$ cat src/rtl/seq_pkg.sv
// seq_pkg: shared types and defaults for the serial
// sequence-detector front end and its benches.
package seq_pkg;

    typedef enum logic {
        S_IDLE  = 1'b0,
        S_SHIFT = 1'b1
    } ser_state_t;

    localparam int SEQ_WIDTH_DEFAULT = 16;

endpackage

$ cat src/rtl/seq_shift_reg.sv
// seq_shift_reg: WIDTH-bit loadable right-shift register.
// Load wins over shift; bit 0 is exposed as q0.
module seq_shift_reg #(
    parameter int WIDTH = 16
) (
    input  logic             clk,
    input  logic             rst,
    input  logic             load,
    input  logic             shift,
    input  logic [WIDTH-1:0] d,
    output logic             q0
);

    logic [WIDTH-1:0] shreg_q;
    logic [WIDTH-1:0] shreg_d;

    // next value: parallel load, else shift toward bit 0
    always_comb begin
        shreg_d = shreg_q;
        if (load) begin
            shreg_d = d;
        end else if (shift) begin
            shreg_d = {1'b0, shreg_q[WIDTH-1:1]};
        end
    end

    // storage, cleared asynchronously
    always_ff @(posedge clk or posedge rst) begin
        if (rst) begin
            shreg_q <= '0;
        end else begin
            shreg_q <= shreg_d;
        end
    end

    assign q0 = shreg_q[0];

endmodule

$ cat src/rtl/seq_serializer.sv
// seq_serializer: parallel words in over valid/ready,
// one bit per clock out LSB first, one-word hold buffer.
module seq_serializer
    import seq_pkg::*;
#(
    parameter int WIDTH = SEQ_WIDTH_DEFAULT
) (
    input  logic             clk,
    input  logic             rst,
    input  logic [WIDTH-1:0] in_data,
    input  logic             in_valid,
    output logic             in_ready,
    output logic             ser_bit,
    output logic             ser_valid,
    output logic             word_start,
    output logic             busy
);

    localparam int CW = $clog2(WIDTH);
    localparam logic [CW-1:0] LAST = CW'(WIDTH - 1);

    ser_state_t       state_q;
    ser_state_t       state_d;
    logic [CW-1:0]    cnt_q;
    logic [CW-1:0]    cnt_d;
    logic [WIDTH-1:0] hold_data_q;
    logic [WIDTH-1:0] hold_data_d;
    logic             hold_full_q;
    logic             hold_full_d;

    logic             acc;
    logic             last;
    logic             sr_load;
    logic             sr_shift;
    logic [WIDTH-1:0] sr_d;
    logic             sr_q0;

    assign acc  = in_valid && in_ready;
    assign last = (cnt_q == LAST);

    // next state: idle load, mid-word shift/hold, last-bit reload
    always_comb begin
        state_d     = state_q;
        cnt_d       = cnt_q;
        hold_data_d = hold_data_q;
        hold_full_d = hold_full_q;
        sr_load     = 1'b0;
        sr_shift    = 1'b0;
        sr_d        = in_data;
        unique case (state_q)
            S_IDLE: begin
                if (acc) begin
                    sr_load = 1'b1;
                    cnt_d   = '0;
                    state_d = S_SHIFT;
                end
            end
            S_SHIFT: begin
                if (!last) begin
                    sr_shift = 1'b1;
                    cnt_d    = cnt_q + 1'b1;
                    if (acc) begin
                        hold_data_d = in_data;
                        hold_full_d = 1'b1;
                    end
                end else if (hold_full_q) begin
                    // held word drains first; in_ready is low here
                    sr_load     = 1'b1;
                    sr_d        = hold_data_q;
                    hold_full_d = 1'b0;
                    cnt_d       = '0;
                end else if (acc) begin
                    sr_load = 1'b1;
                    cnt_d   = '0;
                end else begin
                    state_d = S_IDLE;
                end
            end
        endcase
    end

    // FSM, bit counter and holding buffer registers
    always_ff @(posedge clk or posedge rst) begin
        if (rst) begin
            state_q     <= S_IDLE;
            cnt_q       <= '0;
            hold_data_q <= '0;
            hold_full_q <= 1'b0;
        end else begin
            state_q     <= state_d;
            cnt_q       <= cnt_d;
            hold_data_q <= hold_data_d;
            hold_full_q <= hold_full_d;
        end
    end

    seq_shift_reg #(
        .WIDTH (WIDTH)
    ) u_shreg (
        .clk   (clk),
        .rst   (rst),
        .load  (sr_load),
        .shift (sr_shift),
        .d     (sr_d),
        .q0    (sr_q0)
    );

    // outputs decoded from registers only
    assign ser_valid  = (state_q == S_SHIFT);
    assign ser_bit    = ser_valid && sr_q0;
    assign word_start = ser_valid && (cnt_q == '0);
    assign busy       = ser_valid || hold_full_q;
    assign in_ready   = !hold_full_q && !rst;

endmodule

$ cat config.mk
export PLATFORM = sky130hd
export DESIGN_NAME = seq_serializer
export DESIGN_NICKNAME = d
export VERILOG_FILES = /design/src/rtl/seq_pkg.sv /design/src/rtl/seq_shift_reg.sv /design/src/rtl/seq_serializer.sv
export SDC_FILE = /design/constraint.sdc
export NUM_CORES = 1
export LEC_CHECK = 0
export ABC_AREA = 1
export CAP_MARGIN = 10
export CORE_MARGIN = 2
export CORE_UTILIZATION = 25
export DETAILED_ROUTE_END_ITERATION = 8
export GPL_ROUTABILITY_DRIVEN = 0
export PLACE_DENSITY = 0.43
export SKIP_CTS_REPAIR_TIMING = 1
export SLEW_MARGIN = 5
export SYNTH_ARGS = -nofsm -noshare
export SYNTH_HDL_FRONTEND = slang
export SYNTH_SLANG_ARGS = --single-unit
export TNS_END_PERCENT = 5
$ cat constraint.sdc
create_clock -name clk -period 4.4 [get_ports clk]
set_input_delay 0.44 -clock clk [delete_from_list [all_inputs] [get_ports clk]]
set_output_delay 0.44 -clock clk [all_outputs]
set_load 0.02 [all_outputs]
Word level (Yosys, flattened, before mapping)
Index checks and enable logic that the tools add are counted.
Widths: inputs -> output; s select.
- add/sub/neg operators: 1
- eq/ne operators: 1
- muxes and demuxes: 19
- bitwise gates (word level): 2
- reduce and logical (&&, ||, !) cells: 12
- operators by type and width (cell ; number):
    $mux 16 ; 5
    $mux 4 ; 3
    $mux 1 ; 8
    $pmux 4 s2 ; 1
    $add 4x1->4 const B ; 1
    $eq 4x4->1 const B ; 1
    $logic_and 1x1->1 ; 4
    $logic_not 4->1 ; 1
    $pmux 1 s2 ; 2
    $reduce_bool 2->1 ; 2
    $reduce_and 3->1 ; 1
    $logic_not 1->1 ; 2
    $not 1->1 ; 2
    $reduce_and 2->1 ; 1
    $logic_or 1x1->1 ; 1
- register bits: 38
- input port bits: 19
- output and inout port bits: 5
- word-level logic and storage cells: 40

Depth between registers and ports, before layout
Gate-level depths: netlist of the first run.
- word-level depth: 8
- gate-level depth with buffers: 8
- depth with buffers taken out: 8

Hierarchy
Synthesis of the first run repeated with hierarchy kept, for this count alone.
- cells, all modules: 248
- area, all modules: 2142.1 um^2
- by module, submodules not included (module ; instances ; cells an instance ; area an instance (um^2) ; seq. area each (um^2)):
    seq_serializer ; 1 ; 160 ; 1386.3 ; 550.5
    seq_shift_reg ; 1 ; 88 ; 755.7 ; 400.4

Worst setup path before layout of the first run
No wires, ideal clock.
- path kind: reg-to-output
- start: register state_q, in the netlist ser_valid
- end: output port word_start
- arrival time: 1.134 ns
- required time: 3.960 ns
- setup slack: 2.826 ns
- cell stages (with the launch flop): 4
- buffers on the path: 1
- cells stage by stage: dfrtp_1 -> buf_4 -> nand2_1 -> nor3_1
- word-level cells in the longest chain between the ends: 1
- ends and longest elaborated chain (element ; line ; text):
    start, declared ; seq_serializer.sv:22 ; ser_state_t state_q;
    start signal, assigned ; seq_serializer.sv:90 ; state_q <= state_d;
    $logic_and 1x1->1 ; seq_serializer.sv:111 ; assign word_start = ser_valid && (cnt_q == '0);
    end, declared ; seq_serializer.sv:15 ; output logic word_start,
Every way passes these cells.

Worst setup path after layout of the first run
- start: register cnt_q[0]
- end: register hold_data_q[4]
- word-level cells in the longest chain between the ends: 3
- ends and longest elaborated chain (element ; line ; text):
    start, declared ; seq_serializer.sv:24 ; logic [CW-1:0] cnt_q;
    start signal, assigned ; seq_serializer.sv:91 ; cnt_q <= cnt_d;
    $eq 4x4->1 ; seq_serializer.sv:39 ; assign last = (cnt_q == LAST);
    $not 1->1 (no source line) ; - ;
    $reduce_and 3->1 (no source line) ; - ;
    end signal, assigned ; seq_serializer.sv:92 ; hold_data_q <= hold_data_d;
    end, declared ; seq_serializer.sv:26 ; logic [WIDTH-1:0] hold_data_q;
Every way passes these cells.
A chain may end at the register's enable or synchronous reset.

==> results.md, run 1 <==
* Worst setup slack after layout at 2.17 ns
* Multi-input gate area at 813 µm²
* CP startpoint: cnt_q[0]
* Leak Pwr at 1.09 nW
* CP startpoint kind: flop
* Cells after synthesis at 254
* Dpl cells at 369
* Final nets at 295
* FP Rows at 32
* Register area at 951 µm²
* Dpl ws at 2.05 ns
* Vias in the first global route at 1560
* Min-delay worst type: flop to flop
* Total Neg Setup Slack at 0 ns
* DRT Wirelength at 4.26 mm
* Final Non-Filler Cells at 376
* Final critical-path required period at 2.23 ns
* ANT nets after route at 0
* Routed via count at 1594
* Clock sink total at 38
* First-pass GRT wire length at 7.37 mm
* Netlist Area Pre-Place at 2020 µm²
* Initial Utilization at 26.0%
* Area growth syn-to-layout at 17.2%
* Proportion of synthesized area in mux cells at 0%
* Fill count at 882
* Final hold vios at 0
* Synth Area in XOR/XNOR at 0%
* Fin util at 30.4%
* Worst Max-Slew Pin Slew at 1.03 ns
* CTS root buffer: clkbuf_8
* Fmax at 0.449 GHz
* Status: finished, final reports clean
* Via density per instance at 4.24
* CTS H-tree lvls at 2
* Total power at 1.45 mW
* PD cells at 615 nW/µm²
* CTS Buf Count at 5
* FFs w/ async S/R, synth at 100%
* GRT overflow at 0
* Largest family of logic cells by synthesized area: simple AND/OR/NAND/NOR gates
* DRT Pass-1 Iters at 4
* Diode count at 0
* Max VDD drop at 0.149 mV
* Share of layout cells above drive strength 1 at 7.66%
* Worst-Skew Late Latency at 0.29 ns
* Post-Syn Nets at 275
* Chip height at 93.9 µm
* Synth Flop Type: dfrtp_1
* Fin crit share at 50.6%
* Largest net degree at the start of global routing at 39
* Post-synthesis sequential area ratio at 47.1%
* RSZ-0062 raised after global routing: no
* Synth Register Bits at 38
* IO Pins at 24
* Number of synthesized flops with an enable pin at 0
* Type of the worst setup path: flop to flop
* Slew HR at 31.2%
* Die width at 93.9 µm
* Synth warn at 0
* Count of different cell masters after synthesis at 27
* Synth Area in Adders at 1.24%
* Final HPWL DP at 2.73 mm
* Worst Path Arrival at 2.36 ns
* Clock slew at reported path FFs at 0.08 ns
* Residual DRC at 0
* Synth Area per Inst at 7.95 µm²
* Die Area at 8810 µm²
* Crit end category: flop
* Worst R2R Start: cnt_q[0]
* Max Slew Vio Count at 0
* Required time of the worst setup path at 4.53 ns
* TritonCTS clock tree: yes
* Skew final at 0.00507 ns
* Synth Area in Compound Gates at 14.3%
* Max_cap viols at 0
* Final setup viols at 0
* Core area at 7770 µm²
* Crit path to: hold_data_q[4]
* Synth Area in Simple Gates at 24.6%
* R2R Setup Slk at 2.17 ns
* DR iter-0 viols at 91
* WL per Instance at 11.3 µm
* R2r worst-path depth at 5
* R2r endpoint: hold_data_q[4]
* I/O Buffers at 23
* Critical path peak fanout at 31
* Total track usage at 10.7%
* Initial antenna violation count at 0
* Clk buf depth at 2
==> sequential cells by signal, summed over array words and instances, names as in the netlist <==
name / count
hold_data_q: 16
hold_full_q: 1
u_shreg.shreg_q: 16
cnt_q: 4
ser_valid: 1
==> metrics by stage <==
stage / hold slack, ns / cell area [µm²]
2_1_floorplan: 0.463 / 2020
3_3_place_gp: 0.503 / 2290
3_5_place_dp: 0.503 / 2290
4_1_cts: 0.528 / 2360
5_1_grt: 0.554 / 2360
6_report: 0.521 / 2360
==> Yosys cell counts, types with 2 or more instances <==
library cell / n / area share, %
nand2_1: 58 / 11
inv_1: 39 / 7.3
dfrtp_1: 38 / 47
o21ai_0: 35 / 8.7
nand3_1: 19 / 4.7
nor2_1: 18 / 3.3
a21oi_1: 16 / 4.0
buf_2: 4 / 0.99
nand2_2: 4 / 1.2
buf_4: 2 / 0.74
buf_6: 2 / 1.1
ha_1: 2 / 1.2
nand2_8: 2 / 2.0
o21ai_1: 2 / 0.50
==> cells in the final DEF (no fill, tap or decap) <==
cell             synthesis  routed
o21ai_1                  2       2
a21oi_2                  1       1
nand3_1                 19      19
ha_1                     2       2
nand3_4                  1       1
a21oi_1                 16      16
buf_4                    2       1
nand2_4                  1       1
nor2_2                   1       2
o21ai_2                  1       1
inv_1                   39      39
nor2_4                   1       1
nand2_1                 58      58
a31oi_1                  1       1
inv_2                    1       1
clkinv_4                 1       1
o21ai_0                 35      35
clkbuf_1                 0       2
nand2_2                  4       4
clkbuf_8                 0       5
nor2_1                  18      17
clkdlybuf4s50_1          0      23
nand2_8                  2       2
nor3_1                   1       1
dfrtp_1                 38      38
==> worst min-delay path by stage <==
stage / cells after the start / end / from / slack (ns)
5_1_grt: 2 / u_shreg.shreg_q[1] / u_shreg.shreg_q[1] / 0.55
2_1_floorplan: 2 / hold_data_q[15] / hold_data_q[15] / 0.46
3_5_place_dp: 2 / hold_data_q[15] / hold_data_q[15] / 0.50
3_3_place_gp: 2 / u_shreg.shreg_q[1] / u_shreg.shreg_q[1] / 0.50
6_report: 2 / u_shreg.shreg_q[3] / u_shreg.shreg_q[3] / 0.52
4_1_cts: 2 / hold_data_q[15] / hold_data_q[15] / 0.53
==> final cells by class <==
class,instances,share of cell area (%)
well taps,102,5.40
inverters,41,6.72
repair buffers,24,10.1
multi-input cells,164,34.4
clock buffers,7,3.23
flip-flops and latches,38,40.2
==> per-layer routing <==
layer	vias to the layer above	share of wire, %	GRT usage [%]
met5	-	0	0
met4	0	1.8	3.99
met3	6	3.1	2.25
met2	27	47	18.0
met1	725	48	13.3
li1	836	-	-
==> where the power goes <==
| part | leakage (nW) | total [mW] | switching [mW] | internal, mW |
|---|---|---|---|---|
| sequential | 0.457 | 0.618 | 0.0943 | 0.524 |
| clock | 0.0383 | 0.233 | 0.123 | 0.109 |
| combinational | 0.593 | 0.604 | 0.371 | 0.233 |
==> cell families after synthesis <==
group / Yosys count
and+or+nand+nor: 106
AOI/OAI and AO/OA: 56
buffers and inverters: 52
DFF: 38
adders and majority gates: 2
==> critical path, cell delays in order, from the launching register on <==
cell	delay (ns)
dfrtp_1	0.44
ha_1	0.28
nand3_4	0.14
nand2_4	0.19
nor2_2	0.84
o21ai_0	0.17
(Power assumes the default switching activity.)
==> run 2, diff against run 1 <==
clock period = 2.1 ns   (was 4.4 ns; I/O delays follow)
==> results.md, run 2 (synthesis gave the netlist of run 1 again) <==
* PD cells at 1370 nW/µm² (+120%)
* CP Cell Sequence: inv_1 > nand2_1 > clkdlybuf4s50_1
* Initial antenna violation count at 0 (unchanged)
* Leak Pwr at 1.14 nW (+5.1%)
* Crit end category: primary output
* Total track usage at 10.9% (+0.28 points)
* Skew final at 0.00394 ns (-0.00113 ns)
* Clock sink total at 38 (unchanged)
* DRT Wirelength at 4.16 mm (-2.2%)
* CP startpoint kind: flop
* DR iter-0 viols at 66 (-27%)
* DRT Pass-1 Iters at 4 (unchanged)
* Clock slew at reported path FFs at 0.08 ns (about the same)
* First-pass GRT wire length at 7.68 mm (+4.2%)
* RSZ-0062 raised after global routing: no
* Chip height at 93.9 µm (unchanged)
* Routed via count at 1607 (+0.82%)
* Total Neg Setup Slack at 0 ns (unchanged)
* FP Rows at 32 (unchanged)
* Area growth syn-to-layout at 21.0%
* Worst Max-Slew Pin Slew at 0.506 ns (-0.525 ns)
* Diode count at 0 (unchanged)
* Min-delay worst type: primary input to async pin
* Final critical-path required period at 1.90 ns
* Initial Utilization at 26.0% (unchanged)
* Crit-path slowest cell: clkdlybuf4s50_1
* IO Pins at 24 (unchanged)
* Final hold vios at 0 (unchanged)
* Final setup viols at 0 (unchanged)
* I/O Buffers at 23 (unchanged)
* Vias in the first global route at 1640 (+5.1%)
* Share of layout cells above drive strength 1 at 9.06% (+1.4 points)
* Worst Path Arrival at 1.69 ns (-0.67 ns)
* ANT nets after route at 0 (unchanged)
* Top flop regs: hold_data_q: 16 flops, u_shreg.shreg_q: 16 flops, cnt_q: 4 flops
* CTS H-tree lvls at 2 (unchanged)
* Slew HR at 66.3% (+35 points)
* GRT overflow at 0 (unchanged)
* Final nets at 296 (+0.34%)
* Status: finished, final reports clean
* Most common cell after layout, fill and taps aside: nand2_1
* TritonCTS clock tree: yes
* Clk buf depth at 2 (unchanged)
* Max Slew Vio Count at 0 (unchanged)
* Residual DRC at 0 (unchanged)
* Worst-Skew Late Latency at 0.29 ns (about the same)
* Fin crit share at 90.5%
* Commonest cells after routing, fill and taps aside: nand2_1 (58), inv_1 (39), dfrtp_1 (38), o21ai_0 (35), clkdlybuf4s50_1 (22)
* Largest net degree at the start of global routing at 39 (unchanged)
* Critical Path Max Stage Delay at 0.60 ns (-0.24 ns)
* Dpl ws at 0.383 ns (-1.67 ns)
* Die width at 93.9 µm (unchanged)
* Critical path peak fanout at 9 (-71%)
* Required time of the worst setup path at 1.89 ns (-2.64 ns)
* Type of the worst setup path: flop to primary output
* CTS root buffer: clkbuf_8
* Core area at 7770 µm² (unchanged)
* Worst setup slack after layout at 0.200 ns (-1.97 ns)
* Die Area at 8810 µm² (unchanged)
* R2R Setup Slk at 0.40 ns (-1.77 ns)
* Via density per instance at 4.25 (+0.28%)
* CTS Buf Count at 5 (unchanged)
* Max_cap viols at 0 (unchanged)
* Max VDD drop at 0.269 mV (+81%)
* Final HPWL DP at 2.80 mm (+2.5%)
* Fmax at 0.526 GHz
* WL per Instance at 11.0 µm (-2.7%)
-- run 2: cell count changes in the layout (fill, tap and decap cells not counted) --
cell             previous run  this run
clkdlybuf4s50_1            23        22
clkbuf_1                    2         0
dlymetal6s2s_1              0         1
clkbuf_8                    5         6
buf_4                       1         2
bufinv_16                   0         2
-- run 2: per-layer routing --
metal	global-route usage (%)	part of all wire [%]
met1	14.1	48
met2	17.9	46
met3	2.49	3.7
met4	3.99	1.7
met5	0	0
-- run 2: worst paths after layout --
path | depth (start not counted) | start | end
max | 3 | ser_valid | busy
min | 3 | rst | cnt_q[2]
max reg2reg | 6 | cnt_q[0] | hold_data_q[7]
min reg2reg | 2 | hold_data_q[15] | hold_data_q[15]
max in group asynchronous | 3 | rst | u_shreg.shreg_q[3]
min in group clk | 3 | in_data[9] | hold_data_q[9]
-- run 2: stage by stage --
step / instances / instance area, µm² / hold slack, ns / utilization (%) / power, mW
final: 378 / 2440 / 0.404 / 31.4 / 3.35
after CTS: 378 / 2440 / 0.433 / 31.4 / 3.41
after detailed placement: 370 / 2300 / 0.504 / 29.6 / 2.62
after floorplan: 254 / 2020 / 0.327 / - / 2.37
after global routing: 378 / 2440 / 0.465 / 31.4 / 3.68
after global placement: 370 / 2300 / 0.504 / 29.6 / 2.61
-- run 2: worst max-delay path: cells and delay by family (launching register included) --
family	cells	cell delay, ns
buf+inv	2	0.73
flops	1	0.56
simple gates	1	0.11
-- run 2: power breakdown --
| part | total [mW] | leakage, nW | switching [mW] | internal (mW) |
|---|---|---|---|---|
| clock | 0.776 | 0.0714 | 0.269 | 0.507 |
| sequential | 1.30 | 0.457 | 0.207 | 1.10 |
| combinational | 1.27 | 0.615 | 0.781 | 0.490 |
| total | 3.35 | 1.14 | 1.26 | 2.09 |
-- run 2: final cells by class --
| type | count | area [µm²] |
|---|---|---|
| clock buffers | 6 | 82.6 |
| clock inverters | 2 | 60.1 |
| fillers | 877 | 5330 |
| inverters | 41 | 159 |
| multi-input cells | 164 | 813 |
| flip-flops and latches | 38 | 951 |
| well taps | 102 | 128 |
| repair buffers | 25 | 248 |
